## config.mk

```make
export PLATFORM = sky130hd
export DESIGN_NAME = multicycle_control
export DESIGN_NICKNAME = d
export VERILOG_FILES = /design/src/rtl/mips_ctrl_pkg.sv /design/src/rtl/ctrl_word_decode.sv /design/src/rtl/multicycle_control.sv
export SDC_FILE = /design/constraint.sdc
export NUM_CORES = 1
export LEC_CHECK = 0
export ABC_AREA = 0
export BUFFER_PORTS_ARGS = -buffer_cell sky130_fd_sc_hd__buf_2
export CORE_ASPECT_RATIO = 1.75
export CORE_MARGIN = 2
export CORE_UTILIZATION = 35
export DETAILED_ROUTE_END_ITERATION = 6
export PLACE_DENSITY = 0.55
export SLEW_MARGIN = 20
export SYNTH_ARGS = -nofsm -noshare
export SYNTH_HDL_FRONTEND = slang
export SYNTH_SLANG_ARGS = --single-unit
```

## constraint.sdc

```tcl
create_clock -name clk -period 4.1 [get_ports clk]
set_clock_uncertainty 0.15 [all_clocks]
set_input_delay 0.82 -clock clk [delete_from_list [all_inputs] [get_ports clk]]
set_output_delay 0.82 -clock clk [all_outputs]
set_load 0.01 [all_outputs]
```

## src/rtl/mips_ctrl_pkg.sv

```systemverilog
// Shared encodings for the multi-cycle MIPS main control: opcodes, ALUOp codes,
// mux selects, FSM states and the packed control word.
`timescale 1ns/1ps
package mips_ctrl_pkg;

  localparam logic [5:0] OP_RTYPE = 6'b000000;
  localparam logic [5:0] OP_LW    = 6'b100011;
  localparam logic [5:0] OP_SW    = 6'b101011;
  localparam logic [5:0] OP_ADDI  = 6'b001000;
  localparam logic [5:0] OP_ORI   = 6'b001101;
  localparam logic [5:0] OP_ANDI  = 6'b001100;
  localparam logic [5:0] OP_BEQ   = 6'b000100;
  localparam logic [5:0] OP_BNE   = 6'b000101;
  localparam logic [5:0] OP_J     = 6'b000010;

  localparam logic [2:0] ALUOP_RTYPE = 3'b111;
  localparam logic [2:0] ALUOP_ADD   = 3'b100;
  localparam logic [2:0] ALUOP_OR    = 3'b101;
  localparam logic [2:0] ALUOP_AND   = 3'b110;

  localparam logic [1:0] SRCB_B       = 2'b00;
  localparam logic [1:0] SRCB_FOUR    = 2'b01;
  localparam logic [1:0] SRCB_IMM     = 2'b10;
  localparam logic [1:0] SRCB_IMM_SH2 = 2'b11;

  localparam logic [1:0] PCSRC_ALU    = 2'b00;
  localparam logic [1:0] PCSRC_ALUOUT = 2'b01;
  localparam logic [1:0] PCSRC_JUMP   = 2'b10;

  typedef enum logic [3:0] {
    ST_RST,
    ST_FETCH,
    ST_DECODE,
    ST_MEM_ADDR,
    ST_MEM_RD,
    ST_MEM_WB,
    ST_MEM_WR,
    ST_R_EXEC,
    ST_I_EXEC,
    ST_ALU_WB,
    ST_BRANCH,
    ST_JUMP,
    ST_HALT
  } state_t;

  typedef struct packed {
    logic       pc_write;
    logic       i_or_d;
    logic       mem_read;
    logic       mem_write;
    logic       ir_write;
    logic       reg_dst;
    logic       mem_to_reg;
    logic       reg_write;
    logic       alu_src_a;
    logic [1:0] alu_src_b;
    logic [2:0] alu_op;
    logic [1:0] pc_source;
  } ctrl_t;

  localparam int CTRL_W = $bits(ctrl_t);

  // States in which the FSM waits on the memory ready handshake.
  function automatic logic is_mem_state(input state_t s);
    return (s == ST_FETCH) || (s == ST_MEM_RD) || (s == ST_MEM_WR);
  endfunction

endpackage

```

## src/rtl/ctrl_word_decode.sv

```systemverilog
// Combinational control-word decode: current state plus opcode and the
// handshake/comparator inputs that gate the Mealy outputs.
`timescale 1ns/1ps
module ctrl_word_decode
  import mips_ctrl_pkg::*;
(
  input  logic [3:0]        state,
  input  logic [5:0]        opcode,
  input  logic              rs_eq_rt,
  input  logic              mem_ready,
  input  logic              rtype_class,
  output logic [CTRL_W-1:0] ctrl
);

  state_t st;
  ctrl_t  c;

  assign st   = state_t'(state);
  assign ctrl = c;

  always_comb begin
    c = '0;
    case (st)
      ST_FETCH: begin
        c.mem_read  = 1'b1;
        c.alu_src_b = SRCB_FOUR;
        c.alu_op    = ALUOP_ADD;
        c.pc_source = PCSRC_ALU;
        c.ir_write  = mem_ready;
        c.pc_write  = mem_ready;
      end
      ST_DECODE: begin
        c.alu_src_b = SRCB_IMM_SH2;
        c.alu_op    = ALUOP_ADD;
      end
      ST_MEM_ADDR: begin
        c.alu_src_a = 1'b1;
        c.alu_src_b = SRCB_IMM;
        c.alu_op    = ALUOP_ADD;
      end
      ST_MEM_RD: begin
        c.mem_read = 1'b1;
        c.i_or_d   = 1'b1;
      end
      ST_MEM_WB: begin
        c.reg_write  = 1'b1;
        c.mem_to_reg = 1'b1;
      end
      ST_MEM_WR: begin
        c.mem_write = 1'b1;
        c.i_or_d    = 1'b1;
      end
      ST_R_EXEC: begin
        c.alu_src_a = 1'b1;
        c.alu_src_b = SRCB_B;
        c.alu_op    = ALUOP_RTYPE;
      end
      ST_I_EXEC: begin
        c.alu_src_a = 1'b1;
        c.alu_src_b = SRCB_IMM;
        case (opcode)
          OP_ORI:  c.alu_op = ALUOP_OR;
          OP_ANDI: c.alu_op = ALUOP_AND;
          default: c.alu_op = ALUOP_ADD;
        endcase
      end
      ST_ALU_WB: begin
        c.reg_write = 1'b1;
        c.reg_dst   = rtype_class;
      end
      ST_BRANCH: begin
        c.pc_source = PCSRC_ALUOUT;
        c.pc_write  = (opcode == OP_BNE) ? !rs_eq_rt : rs_eq_rt;
      end
      ST_JUMP: begin
        c.pc_source = PCSRC_JUMP;
        c.pc_write  = 1'b1;
      end
      default: ;
    endcase
  end

endmodule

```

## src/rtl/multicycle_control.sv

```systemverilog
// Multi-cycle MIPS main control FSM: state register, next-state sequencing,
// memory-wait watchdog and sticky illegal-opcode / bus-error flags.
`timescale 1ns/1ps
module multicycle_control
  import mips_ctrl_pkg::*;
#(
  parameter int WAIT_W   = 8,
  parameter int MAX_WAIT = 200
) (
  input  logic       clk,
  input  logic       reset,
  input  logic [5:0] opcode,
  input  logic       rs_eq_rt,
  input  logic       mem_ready,
  output logic       pc_write,
  output logic       i_or_d,
  output logic       mem_read,
  output logic       mem_write,
  output logic       ir_write,
  output logic       reg_dst,
  output logic       mem_to_reg,
  output logic       reg_write,
  output logic       alu_src_a,
  output logic [1:0] alu_src_b,
  output logic [2:0] alu_op,
  output logic [1:0] pc_source,
  output logic       illegal_op,
  output logic       bus_error
);

  localparam logic [WAIT_W-1:0] WAIT_LIMIT = WAIT_W'(MAX_WAIT);

  state_t            state_reg, state_next;
  logic [WAIT_W-1:0] wd_reg;
  logic              illegal_reg, bus_error_reg;
  logic              rtype_reg, load_reg;
  logic              wd_expire, illegal_set;
  logic [CTRL_W-1:0] ctrl_bits;
  ctrl_t             ctrl;

  ctrl_word_decode u_decode (
    .state       (state_reg),
    .opcode      (opcode),
    .rs_eq_rt    (rs_eq_rt),
    .mem_ready   (mem_ready),
    .rtype_class (rtype_reg),
    .ctrl        (ctrl_bits)
  );

  assign ctrl        = ctrl_t'(ctrl_bits);
  assign wd_expire   = is_mem_state(state_reg) && (wd_reg == WAIT_LIMIT);
  assign illegal_set = (state_reg == ST_DECODE) && (state_next == ST_HALT);

  always_comb begin
    state_next = state_reg;
    case (state_reg)
      ST_RST:   state_next = ST_FETCH;
      ST_FETCH: if (mem_ready) state_next = ST_DECODE;
      ST_DECODE: begin
        case (opcode)
          OP_RTYPE:                 state_next = ST_R_EXEC;
          OP_LW, OP_SW:             state_next = ST_MEM_ADDR;
          OP_ADDI, OP_ORI, OP_ANDI: state_next = ST_I_EXEC;
          OP_BEQ, OP_BNE:           state_next = ST_BRANCH;
          OP_J:                     state_next = ST_JUMP;
          default:                  state_next = ST_HALT;
        endcase
      end
      ST_MEM_ADDR: state_next = load_reg ? ST_MEM_RD : ST_MEM_WR;
      ST_MEM_RD:   if (mem_ready) state_next = ST_MEM_WB;
      ST_MEM_WB:   state_next = ST_FETCH;
      ST_MEM_WR:   if (mem_ready) state_next = ST_FETCH;
      ST_R_EXEC:   state_next = ST_ALU_WB;
      ST_I_EXEC:   state_next = ST_ALU_WB;
      ST_ALU_WB:   state_next = ST_FETCH;
      ST_BRANCH:   state_next = ST_FETCH;
      ST_JUMP:     state_next = ST_FETCH;
      ST_HALT:     state_next = ST_HALT;
      default:     state_next = ST_HALT;
    endcase
    // A hung access overrides any handshake arriving on the expiry cycle.
    if (wd_expire) state_next = ST_HALT;
  end

  always_ff @(posedge clk or negedge reset) begin
    if (!reset) begin
      state_reg     <= ST_RST;
      wd_reg        <= '0;
      illegal_reg   <= 1'b0;
      bus_error_reg <= 1'b0;
      rtype_reg     <= 1'b0;
      load_reg      <= 1'b0;
    end else begin
      state_reg <= state_next;
      if (state_next != state_reg) begin
        wd_reg <= '0;
      end else if (is_mem_state(state_reg) && !mem_ready) begin
        wd_reg <= wd_reg + 1'b1;
      end
      // Opcode class is captured once so later states do not depend on the IR.
      if (state_reg == ST_DECODE) begin
        rtype_reg <= (opcode == OP_RTYPE);
        load_reg  <= (opcode == OP_LW);
      end
      if (illegal_set) illegal_reg   <= 1'b1;
      if (wd_expire)   bus_error_reg <= 1'b1;
    end
  end

  assign pc_write   = ctrl.pc_write  & !wd_expire;
  assign ir_write   = ctrl.ir_write  & !wd_expire;
  assign mem_read   = ctrl.mem_read  & !wd_expire;
  assign mem_write  = ctrl.mem_write & !wd_expire;
  assign i_or_d     = ctrl.i_or_d;
  assign reg_dst    = ctrl.reg_dst;
  assign mem_to_reg = ctrl.mem_to_reg;
  assign reg_write  = ctrl.reg_write;
  assign alu_src_a  = ctrl.alu_src_a;
  assign alu_src_b  = ctrl.alu_src_b;
  assign alu_op     = ctrl.alu_op;
  assign pc_source  = ctrl.pc_source;
  assign illegal_op = illegal_reg;
  assign bus_error  = bus_error_reg;

endmodule

```

======== Word-level counts from Yosys, hierarchy flattened ========
Cells that the tools add are included.
storage, ports and cells
  register bits ........................... 16
  latch bits .............................. 0
  bits in writable memories ............... 0
  memory bits (read-only) ................. 0
  input port bits ......................... 10
  output and inout bits ................... 18
  logic and storage cells ................. 75
  memories kept ........................... 0
cells by class
  add/subtract/negate cells ............... 1
  $mul .................................... 0
  divide/modulo/power cells ............... 0
  magnitude comparators ................... 0
  equality and inequality tests ........... 22
  shifts and indexed selects .............. 0
  muxes and demuxes ....................... 22
  bitwise gates (word level) .............. 4
  reduce and logical (&&, ||, !) cells .... 20
operators with widths
  kind                                                  count
  one-hot mux 4 bit (7 select lines)                    1
  one-hot mux 5 bit (5 select lines)                    1
  equality test 4 bit (second input constant)           5
  one-hot mux 4 bit (5 select lines)                    1
  equality test 6 x 4 -> 1 bit (second input constant)  3
  equality test 4 x 3 -> 1 bit (second input constant)  4
  2-to-1 mux 4 bit                                      4
  2-to-1 mux 8 bit                                      2
  equality test 6 x 3 -> 1 bit (second input constant)  2
  equality test 6 bit (second input constant)           2
  OR reduction 2 bit                                    6
  2-to-1 mux 1 bit                                      9
  adder 8 x 1 -> 8 bit (second input constant)          1
  equality test 4 x 2 -> 1 bit (second input constant)  2
  equality test 8 bit (second input constant)           1
  one-hot mux 2 bit (2 select lines)                    2
  equality test 6 x 2 -> 1 bit (second input constant)  1
  logical NOT 6 bit                                     1
  OR reduction 3 bit                                    2
  OR reduction 5 bit                                    1
  AND 1 bit                                             4
  equality test 4 x 1 -> 1 bit (second input constant)  1
  logical NOT 4 bit                                     1
  != test 4 bit                                         1
  6 further kinds                                       11

======== Longest topological paths before layout ========
Gate-level depths: netlist of run 1.
  word-level depth ........................ 7
  depth in mapped cells ................... 9
  depth with buffers taken out ............ 9

======== By module ========
From an unflattened synthesis of run 1, not the netlist that was laid out.
second synthesis, totals
  cells, all modules ...................... 180
  area total of the unflattened synthesis .. 1496.4 µm²
by module, submodules not included
  module              instances  cells an instance  area each (µm²)  sequential area each (µm²)
  multicycle_control  1          139                1212.4           400.4
  ctrl_word_decode    1          41                 284.0            0.0

======== Worst setup path after synthesis of run 1 ========
No wires, ideal clock.
  kind .................................... input to register
  start ................................... in opcode[0]
  end ..................................... reg wd_reg[0]
  library setup time ...................... 0.139 ns
  arrival ................................. 2.584 ns
  required time ........................... 3.811 ns
  path slack .............................. 1.227 ns
  stages on the path ...................... 7
  buffers on the path ..................... 1
  cells stage by stage .................... clkbuf_1 nor3b_1 o31a_1 o32a_4 mux2_4 a311oi_4 nor3_1
on the way
  longest elaborated chain between the ends .. 7
  elaborated cells between the ends (all ways) .. 18
  classes of those cells .................. 9 x eq/ne; 4 x mux; 5 x reduce/logical
RTL lines
  element                                                   RTL line                  text
  from (decl)                                               multicycle_control.sv:12  input logic [5:0] opcode,
  equality test 6 x 4 -> 1 bit (tied with other cells)      multicycle_control.sv:60  case (opcode)
  OR reduction 3 bit or OR reduction 2 bit (tied branches)  multicycle_control.sv:60
  one-hot mux 4 bit (5 select lines) *                      multicycle_control.sv:60
  one-hot mux 4 bit (7 select lines) *                      multicycle_control.sv:56  case (state_reg)
  2-to-1 mux 4 bit *                                        multicycle_control.sv:82  if (wd_expire) state_next = ST_HALT;
  != test 4 bit *                                           multicycle_control.sv:95  if (state_next != state_reg) begin
  2-to-1 mux 8 bit or nonzero test 2 bit (tied branches)    -
  to (signal assigned)                                      multicycle_control.sv:98  wd_reg <= wd_reg + 1'b1;
  to (decl)                                                 multicycle_control.sv:34  logic [WAIT_W-1:0] wd_reg;
Every way passes the cells marked *; elsewhere a longest branch is shown, timed or not.
A chain may end at the register's enable or synchronous reset.

======== Worst setup path after layout of run 1 ========
  start ................................... reg state_reg[3]
  end ..................................... out alu_op[1]
on the way
  longest elaborated chain between the ends .. 2
  elaborated cells between the ends (all ways) .. 6
  classes of those cells .................. 5 x eq/ne; 1 x mux
RTL lines
  element                                      RTL line                  text
  from (decl)                                  multicycle_control.sv:33  state_t state_reg, state_next;
  from (signal assigned)                       multicycle_control.sv:94  state_reg <= state_next;
  equality test 4 bit (tied with other cells)  ctrl_word_decode.sv:23    case (st)
  one-hot mux 5 bit (5 select lines) *         ctrl_word_decode.sv:23
  to (decl)                                    multicycle_control.sv:25  output logic [2:0] alu_op,
Marks and branches as above.

==> results of run 1 <==
## synth_stat cells, types with 4 or more instances
cell,count,area (sq um)
a21oi_1,6,30.03
clkbuf_1,8,30.03
dfrtp_1,16,400.4
inv_1,5,18.77
nand2_1,21,78.83
nand2b_1,7,43.79
nor2_1,25,93.84
nor2b_1,4,25.02
nor3_1,14,70.07
nor3b_1,4,30.03
o21ai_0,9,45.04
o22ai_1,4,25.02
xnor2_1,7,61.31
## area by class of cell
| cell class | count | share of cell area, % |
|---|---|---|
| tap | 48 | 3.785 |
| clock buffer | 4 | 3.470 |
| inverter | 5 | 1.183 |
| sequential | 16 | 25.24 |
| multi-input combinational | 144 | 57.81 |
| timing repair buffer | 27 | 8.517 |
## final timing paths
kind / end / slack, ns / cells past startpoint
setup / recovery: alu_op[1] / 1.14 / 6
hold / removal: illegal_op / 0.31 / 1
setup reg to reg: wd_reg[1] / 1.21 / 5
hold reg to reg: illegal_op / 0.31 / 1
max in group asynchronous: illegal_op / 3.23 / 1
min in group asynchronous: wd_reg[0] / 0.32 / 1
## per-stage QoR
stage               setup slack [ns]  utilization (%)  instance area, sq um  power, mW
floorplan                      1.227                -                  1398     0.1775
global placement               1.141            39.61                  1531     0.1892
detailed placement             1.086            39.61                  1531     0.1905
CTS                            1.118            41.04                  1587     0.3296
global route                  0.9459            41.04                  1587     0.3404
finish                         1.136            41.04                  1587     0.3261
## kinds of logic after synthesis
kind of cell / count (synthesis) / synth area share [%]
AND/OR/NAND/NOR: 90 / 32.86
AO/OA/AOI/OAI: 42 / 24.17
buffers and inverters: 17 / 5.729
flip-flops: 16 / 28.65
XOR/XNOR: 8 / 5.014
multiplexers: 2 / 1.790
adder cells (fa/ha/maj): 2 / 1.790
## per-layer routing
layer  wire, um  track usage [%]  vias up
li1           -                -      667
met1       1393            18.48      656
met2       1909            31.35       30
met3         96            1.536        9
met4        125            8.134        0
met5          0                0        -
## power groups by stage
stage	sequential (mW)	clock (mW)	combinational [mW]
2_1_floorplan	0.164	0	0.0136
3_3_place_gp	0.164	0	0.0255
3_5_place_dp	0.164	0	0.0266
4_1_cts	0.161	0.142	0.0267
5_1_grt	0.161	0.149	0.0302
6_report	0.161	0.139	0.0264
## critical path: stages, from the launching register on
cell	delay [ns]
dfrtp_1	0.76
nand2b_1	0.26
nand2b_1	0.25
nor2_1	0.11
nand2_1	0.07
o22ai_1	0.13
buf_2	0.15
==> results.toml, run 1 <==
[clocking]
cts_tree = "built"
cts_inserted_buffers = 3
cts_hold_buf = 0
worstSkewPairLatency_ns = 0.25
clockBufferDepth = 2
cts_htree_levels = 1
cts_sinks = 16
clockRootBuffer = "clkbuf_8"
post_cts_buffers = 0
clk_pin_slew_ns = 0.06
post_cts_resized = 0

[drt]
first_iter_violations = 46
post_drt_wl_per_cell_um = 14.45
drc = 0
vias_per_cell = 5.582
firstDrtPassIters = 4
ant_nets = 0
drt_wl_total_um = 3525
vias = 1362

[critical_path]
r2r-start = "state_reg[0]"
worstSetupPathType = "reg2out"
crit_fanout = 19
end_kind = "primary output"
cp.required_ns = 3.13
worstPathArrival_ns = 1.99
crit_path_start = "state_reg[3]"
startpoint_type = "flop"

[sta]
fin_crit_sh_pct = 72.28
setup_tns_ns = 0
drv_slew = 0
slew_headroom_pct = 52.75
tightest_slew_ns = 0.7088
fin_crit_ns = 2.964
setup_violations = 0
timing.hold.ws_ns = 0.3056
rsz0062_at_grt = "false"
max_freq_mhz = 337.4
hold_viol_final = 0

[run_status]
status = "finished clean"

[final_layout]
final_cell_mix = "buf_2 (27), nor2_1 (25), nand2_1 (21)"
seq_area_sq_um = 400.4
largest_reg_flops = 8
fill_cells = 413
antennaDiodeCount = 0
final_common_cell = "buf_2"
drive_gt1_share_pct = 19.39
instances_no_fill = 244
multi_input_comb_area_sq_um = 917.1
final_net_count = 209
synthToLayoutAreaGrowth_pct = 13.52

[synthesis]
synth-edff-count = 0
synth_ff_type = "dfrtp_1"
synth-async-reset-ratio_pct = 100.0
ys_seq_elements = 16
seq_area_frac_synth_pct = 28.65
ys_warn_count = 0
yosysUniqueCellTypes = 48
syn_nets = 189
avgSynthCellArea_sq_um = 7.896
syn_area_sq_um = 1398
synth_cells = 177

[die]
core_sq_um = 3866
dieWidth_um = 51.77
die-area_sq_um = 4534
initial_utilization_pct = 36.15
ios = 28
rows = 30
die_h_um = 87.59

[job]
cap_violations = 0

[power_and_ir_drop]
clkPwrFrac_pct = 42.5
ir_drop_v = 0.0001272
power.share.sequential_pct = 49.4
switching_share_pct = 22.05
leakagePower_nw = 0.6913
p_per_area_nw_per_um2 = 205.6
p_comb_share_pct = 8.1
net-switching-power_mw = 0.07191
p_int_mw = 0.2542

[placement]
dp_hpwl_um = 2746
gp_congestion = 0.8397
port_buffers = 27
dp_cells = 240

[min_path]
hold_path.class = "reg2reg"
min-delay-start = "illegal_op"

[global_routing]
grt_max_degree = 23
grtUsageTotal_pct = 16.83
first_global_vias = 1261
antenna_found_initial = 0
grt_pass1_wl_um = 5871
grt.overflow.total = 0
Note: power is estimated with default switching activity, not from simulation.
==> run 2: changes to the inputs <==
Clock period 4.1 ns to 2.9 ns, I/O delays scaled along.
==> results.toml, run 2 (synthesized netlist as in run 1, its figures left out) <==
[drt]
drt_wl_total_um = 3591
first_iter_violations = 26
ant_nets = 0
vias = 1380
post_drt_wl_per_cell_um = 14.48
vias_per_cell = 5.565
firstDrtPassIters = 4
drc = 0

[die]
die_h_um = 87.59
core_sq_um = 3866
rows = 30
ios = 28
die-area_sq_um = 4534
initial_utilization_pct = 36.15
dieWidth_um = 51.77

[final_layout]
drive_gt1_share_pct = 21.00
antennaDiodeCount = 0
largest_reg_flops = 8
seq_area_sq_um = 400.4
multi_input_comb_area_sq_um = 917.1
final_cell_area_sq_um = 1617
instances_no_fill = 248
utilization_pct = 41.81
synthToLayoutAreaGrowth_pct = 15.67
final_common_cell = "buf_2"
final_cell_mix = "buf_2 (27), nor2_1 (25), nand2_1 (21)"
fill_cells = 405
final_net_count = 213

[critical_path]
path_buf_inv = 0
worstPathCellList = "or4b_4 > o32a_4 > mux2_4 > a311oi_4 > nor3_1"
critPathTopFamily = "compound AO/OA/AOI/OAI gates"
end_kind = "flop"
crit_fanout = 10
worstSetupPathType = "reg2reg"
startpoint_type = "flop"
worstPathArrival_ns = 2.53
cp.required_ns = 2.87
max_stage_delay_ns = 0.57
crit_slowest_cell = "or4b_4"

[clocking]
cts_sinks = 16
cts_hold_buf = 0
post_cts_buffers = 0
post_cts_resized = 0
cts_htree_levels = 1
clockBufferDepth = 2
clockRootBuffer = "clkbuf_8"
cts_tree = "built"
cts_inserted_buffers = 3
worstSkewPairLatency_ns = 0.25
clk_pin_slew_ns = 0.06

[sta]
rsz0062_at_grt = "false"
drv_slew = 0
tightest_slew_ns = 0.4036
fin_ws_ns = 0.3412
fin_crit_sh_pct = 88.23
timing.hold.ws_ns = 0.07584
setup_violations = 0
slew_headroom_pct = 72.89
max_freq_mhz = 390.8
setup_tns_ns = 0
hold_viol_final = 0
fin_crit_ns = 2.559

[job]
cap_violations = 0

[placement]
dp_cells = 244
dp_hpwl_um = 2842
placed_area_sq_um = 1562
gp_congestion = 0.7970
port_buffers = 27
pre_cts_slack_ns = 0.1359

[power_and_ir_drop]
p_comb_share_pct = 8.0
ir_drop_v = 0.0001846
switching_share_pct = 21.81
net-switching-power_mw = 0.1002
leakagePower_nw = 0.7105
clkPwrFrac_pct = 42.5
power.share.sequential_pct = 49.6
p_per_area_nw_per_um2 = 284.2
power.total_mw = 0.4595
p_int_mw = 0.3593

[global_routing]
antenna_found_initial = 0
grt_max_degree = 22
top_usage_layer = "met2"
grt.overflow.total = 0
grtUsageTotal_pct = 17.37
grtUsageMet3_pct = 1.536
grt_pass1_wl_um = 6009
first_global_vias = 1359
gr-usage-met1_pct = 17.60
grtUsageMet2_pct = 33.22

[run_status]
status = "finished clean"

[min_path]
hold_path.class = "in2async"
run 2: cell count changes in the layout (fill, tap and decap cells not counted), sizes merged:
cell / before / now
buf: 27 / 31
run 2: final cells by class:
class	count	area share [%]
Multi-Input combinational cell	144	56.73
Sequential cell	16	24.77
Timing Repair Buffer	31	10.22
Tap cell	48	3.715
Clock buffer	4	3.406
Inverter	5	1.161
run 2: path summary, 6_finish.rpt:
kind,startpoint,to,slack (ns),depth (start not counted)
max,state_reg[1],wd_reg[1],0.34,5
min,reset,wd_reg[2],0.08,1
max reg2reg,state_reg[1],wd_reg[1],0.34,5
min reg2reg,illegal_op,illegal_op,0.30,1
max in group asynchronous,reset,state_reg[3],2.27,1
min in group clk,illegal_op,illegal_op,0.30,1
run 2: metal layers:
layer	wire, um	vias to the layer above
met5	0	-
met4	147	0
met3	74	13
met2	1957	32
met1	1412	655
li1	-	680
run 2: power by group through the flow:
| stage | clock network [mW] | logic [mW] | registers, mW |
|---|---|---|---|
| detailed placement | 0 | 0.0371 | 0.232 |
| CTS | 0.203 | 0.0372 | 0.228 |
| global placement | 0 | 0.0359 | 0.231 |
| finish | 0.195 | 0.0366 | 0.228 |
| floorplan | 0 | 0.0192 | 0.232 |
| global route | 0.217 | 0.0419 | 0.228 |
==> run 3: changes to the inputs <==
Settings changed: PLACE_DENSITY 0.55 to 0.53, REMOVE_ABC_BUFFERS from default to 1.
==> results.toml, run 3 (synthesized netlist as in run 1, its figures left out) <==
[run_status]
status = "finished clean"

[die]
ios = 28
dieWidth_um = 51.77
rows = 30
core_sq_um = 3866
die-area_sq_um = 4534
die_h_um = 87.59
initial_utilization_pct = 36.15

[final_layout]
final_cell_mix = "buf_2 (27), nor2_1 (25), nand2_1 (21)"
instances_no_fill = 249
final_net_count = 214
antennaDiodeCount = 0
final_common_cell = "buf_2"
utilization_pct = 42.01
drive_gt1_share_pct = 21.39
largest_reg_flops = 8
synthToLayoutAreaGrowth_pct = 16.20
final_cell_area_sq_um = 1624

[placement]
port_buffers = 27
dp_hpwl_um = 3048
gp_congestion = 0.8819
dp_cells = 245
placed_area_sq_um = 1569

[critical_path]
crit_path_start = "state_reg[0]"
startpoint_type = "flop"
r2r-start = "state_reg[0]"
worstRegToRegCells = 7
worstPathArrival_ns = 2.52
crit_fanout = 21
end_kind = "flop"
ff2ff_setup_slack_ns = 0.35
worstSetupPathType = "reg2reg"
crit_end = "wd_reg[7]"
timing.rr.end = "wd_reg[7]"
cp.required_ns = 2.87

[sta]
hold_viol_final = 0
max_freq_mhz = 391.6
fin_crit_ns = 2.554
setup_violations = 0
slew_headroom_pct = 73.33
drv_slew = 0
rsz0062_at_grt = "false"
setup_tns_ns = 0
fin_crit_sh_pct = 88.06
tightest_slew_ns = 0.3900

[clocking]
cts_inserted_buffers = 3
clockBufferDepth = 2
clockRootBuffer = "clkbuf_8"
cts_sinks = 16
clk_pin_slew_ns = 0.06
worstSkewPairLatency_ns = 0.25
cts_hold_buf = 0
cts_tree = "built"
cts_htree_levels = 1
post_cts_resized = 0
post_cts_buffers = 0

[drt]
firstDrtPassIters = 4
drt_wl_total_um = 3764
drc = 0
vias_per_cell = 5.510
first_iter_violations = 66
ant_nets = 0
vias = 1372
post_drt_wl_per_cell_um = 15.12

[global_routing]
grt.overflow.total = 0
antenna_found_initial = 0
grtUsageTotal_pct = 18.47
grt_pass1_wl_um = 6334
grt_max_degree = 22
first_global_vias = 1313

[power_and_ir_drop]
ir_drop_v = 0.0001388
leakagePower_nw = 0.7159
p_per_area_nw_per_um2 = 283.7
power.total_mw = 0.4607

[min_path]
hold_path.class = "in2async"

[job]
cap_violations = 0
run 3: cell count changes in the layout (fill, tap and decap cells not counted), sizes merged:
cell  before  now
buf       31   32
run 3: area by class of cell:
type / count / area, sq um
well taps: 48 / 60.06
fillers: 397 / 2242
multi-input cells: 144 / 917.1
inverters: 5 / 18.77
repair buffers: 32 / 172.7
flip-flops and latches: 16 / 400.4
clock buffers: 4 / 55.05
run 3: how the worst min path moves through the flow:
| stage | slack, ns | from | endpoint | cells past startpoint |
|---|---|---|---|---|
| floorplan | 0.13 | reset | bus_error | 0 |
| global placement | 0.29 | illegal_op | illegal_op | 1 |
| detailed placement | 0.30 | illegal_op | illegal_op | 1 |
| CTS | 0.09 | reset | wd_reg[0] | 1 |
| global route | 0.11 | reset | wd_reg[6] | 1 |
| finish | 0.09 | reset | wd_reg[2] | 1 |
run 3: per-layer routing:
layer  global-route usage (%)  vias to the layer above  wire, um
li1                         -                      683         -
met1                    20.99                      649      1404
met2                    35.08                       34      2184
met3                    2.389                        6       131
met4                    5.024                        0        44
met5                        0                        -         0
run 3: metrics by stage:
| step | hold slack (ns) | setup WS [ns] |
|---|---|---|
| final | 0.08629 | 0.3464 |
| after global routing | 0.1137 | 0.1335 |
| after CTS | 0.09487 | 0.3355 |
| after detailed placement | 0.2987 | 0.1334 |
| after global placement | 0.2859 | 0.1696 |
| after floorplan | 0.1344 | 0.2643 |
run 3: where the power goes:
| part | switching, mW | internal (mW) |
|---|---|---|
| clock | 0.0753 | 0.120 |
| combinational | 0.0244 | 0.0132 |
| sequential | 0.00195 | 0.226 |
| total | 0.102 | 0.359 |
run 3: worst max-delay path, stage by stage (launching register included):
cell	delay, ns
dfrtp_1	0.35
buf_4	0.24
or3b_2	0.54
a211oi_4	0.35
nand2_1	0.19
nor4_1	0.38
xnor2_1	0.16
nor3_1	0.06
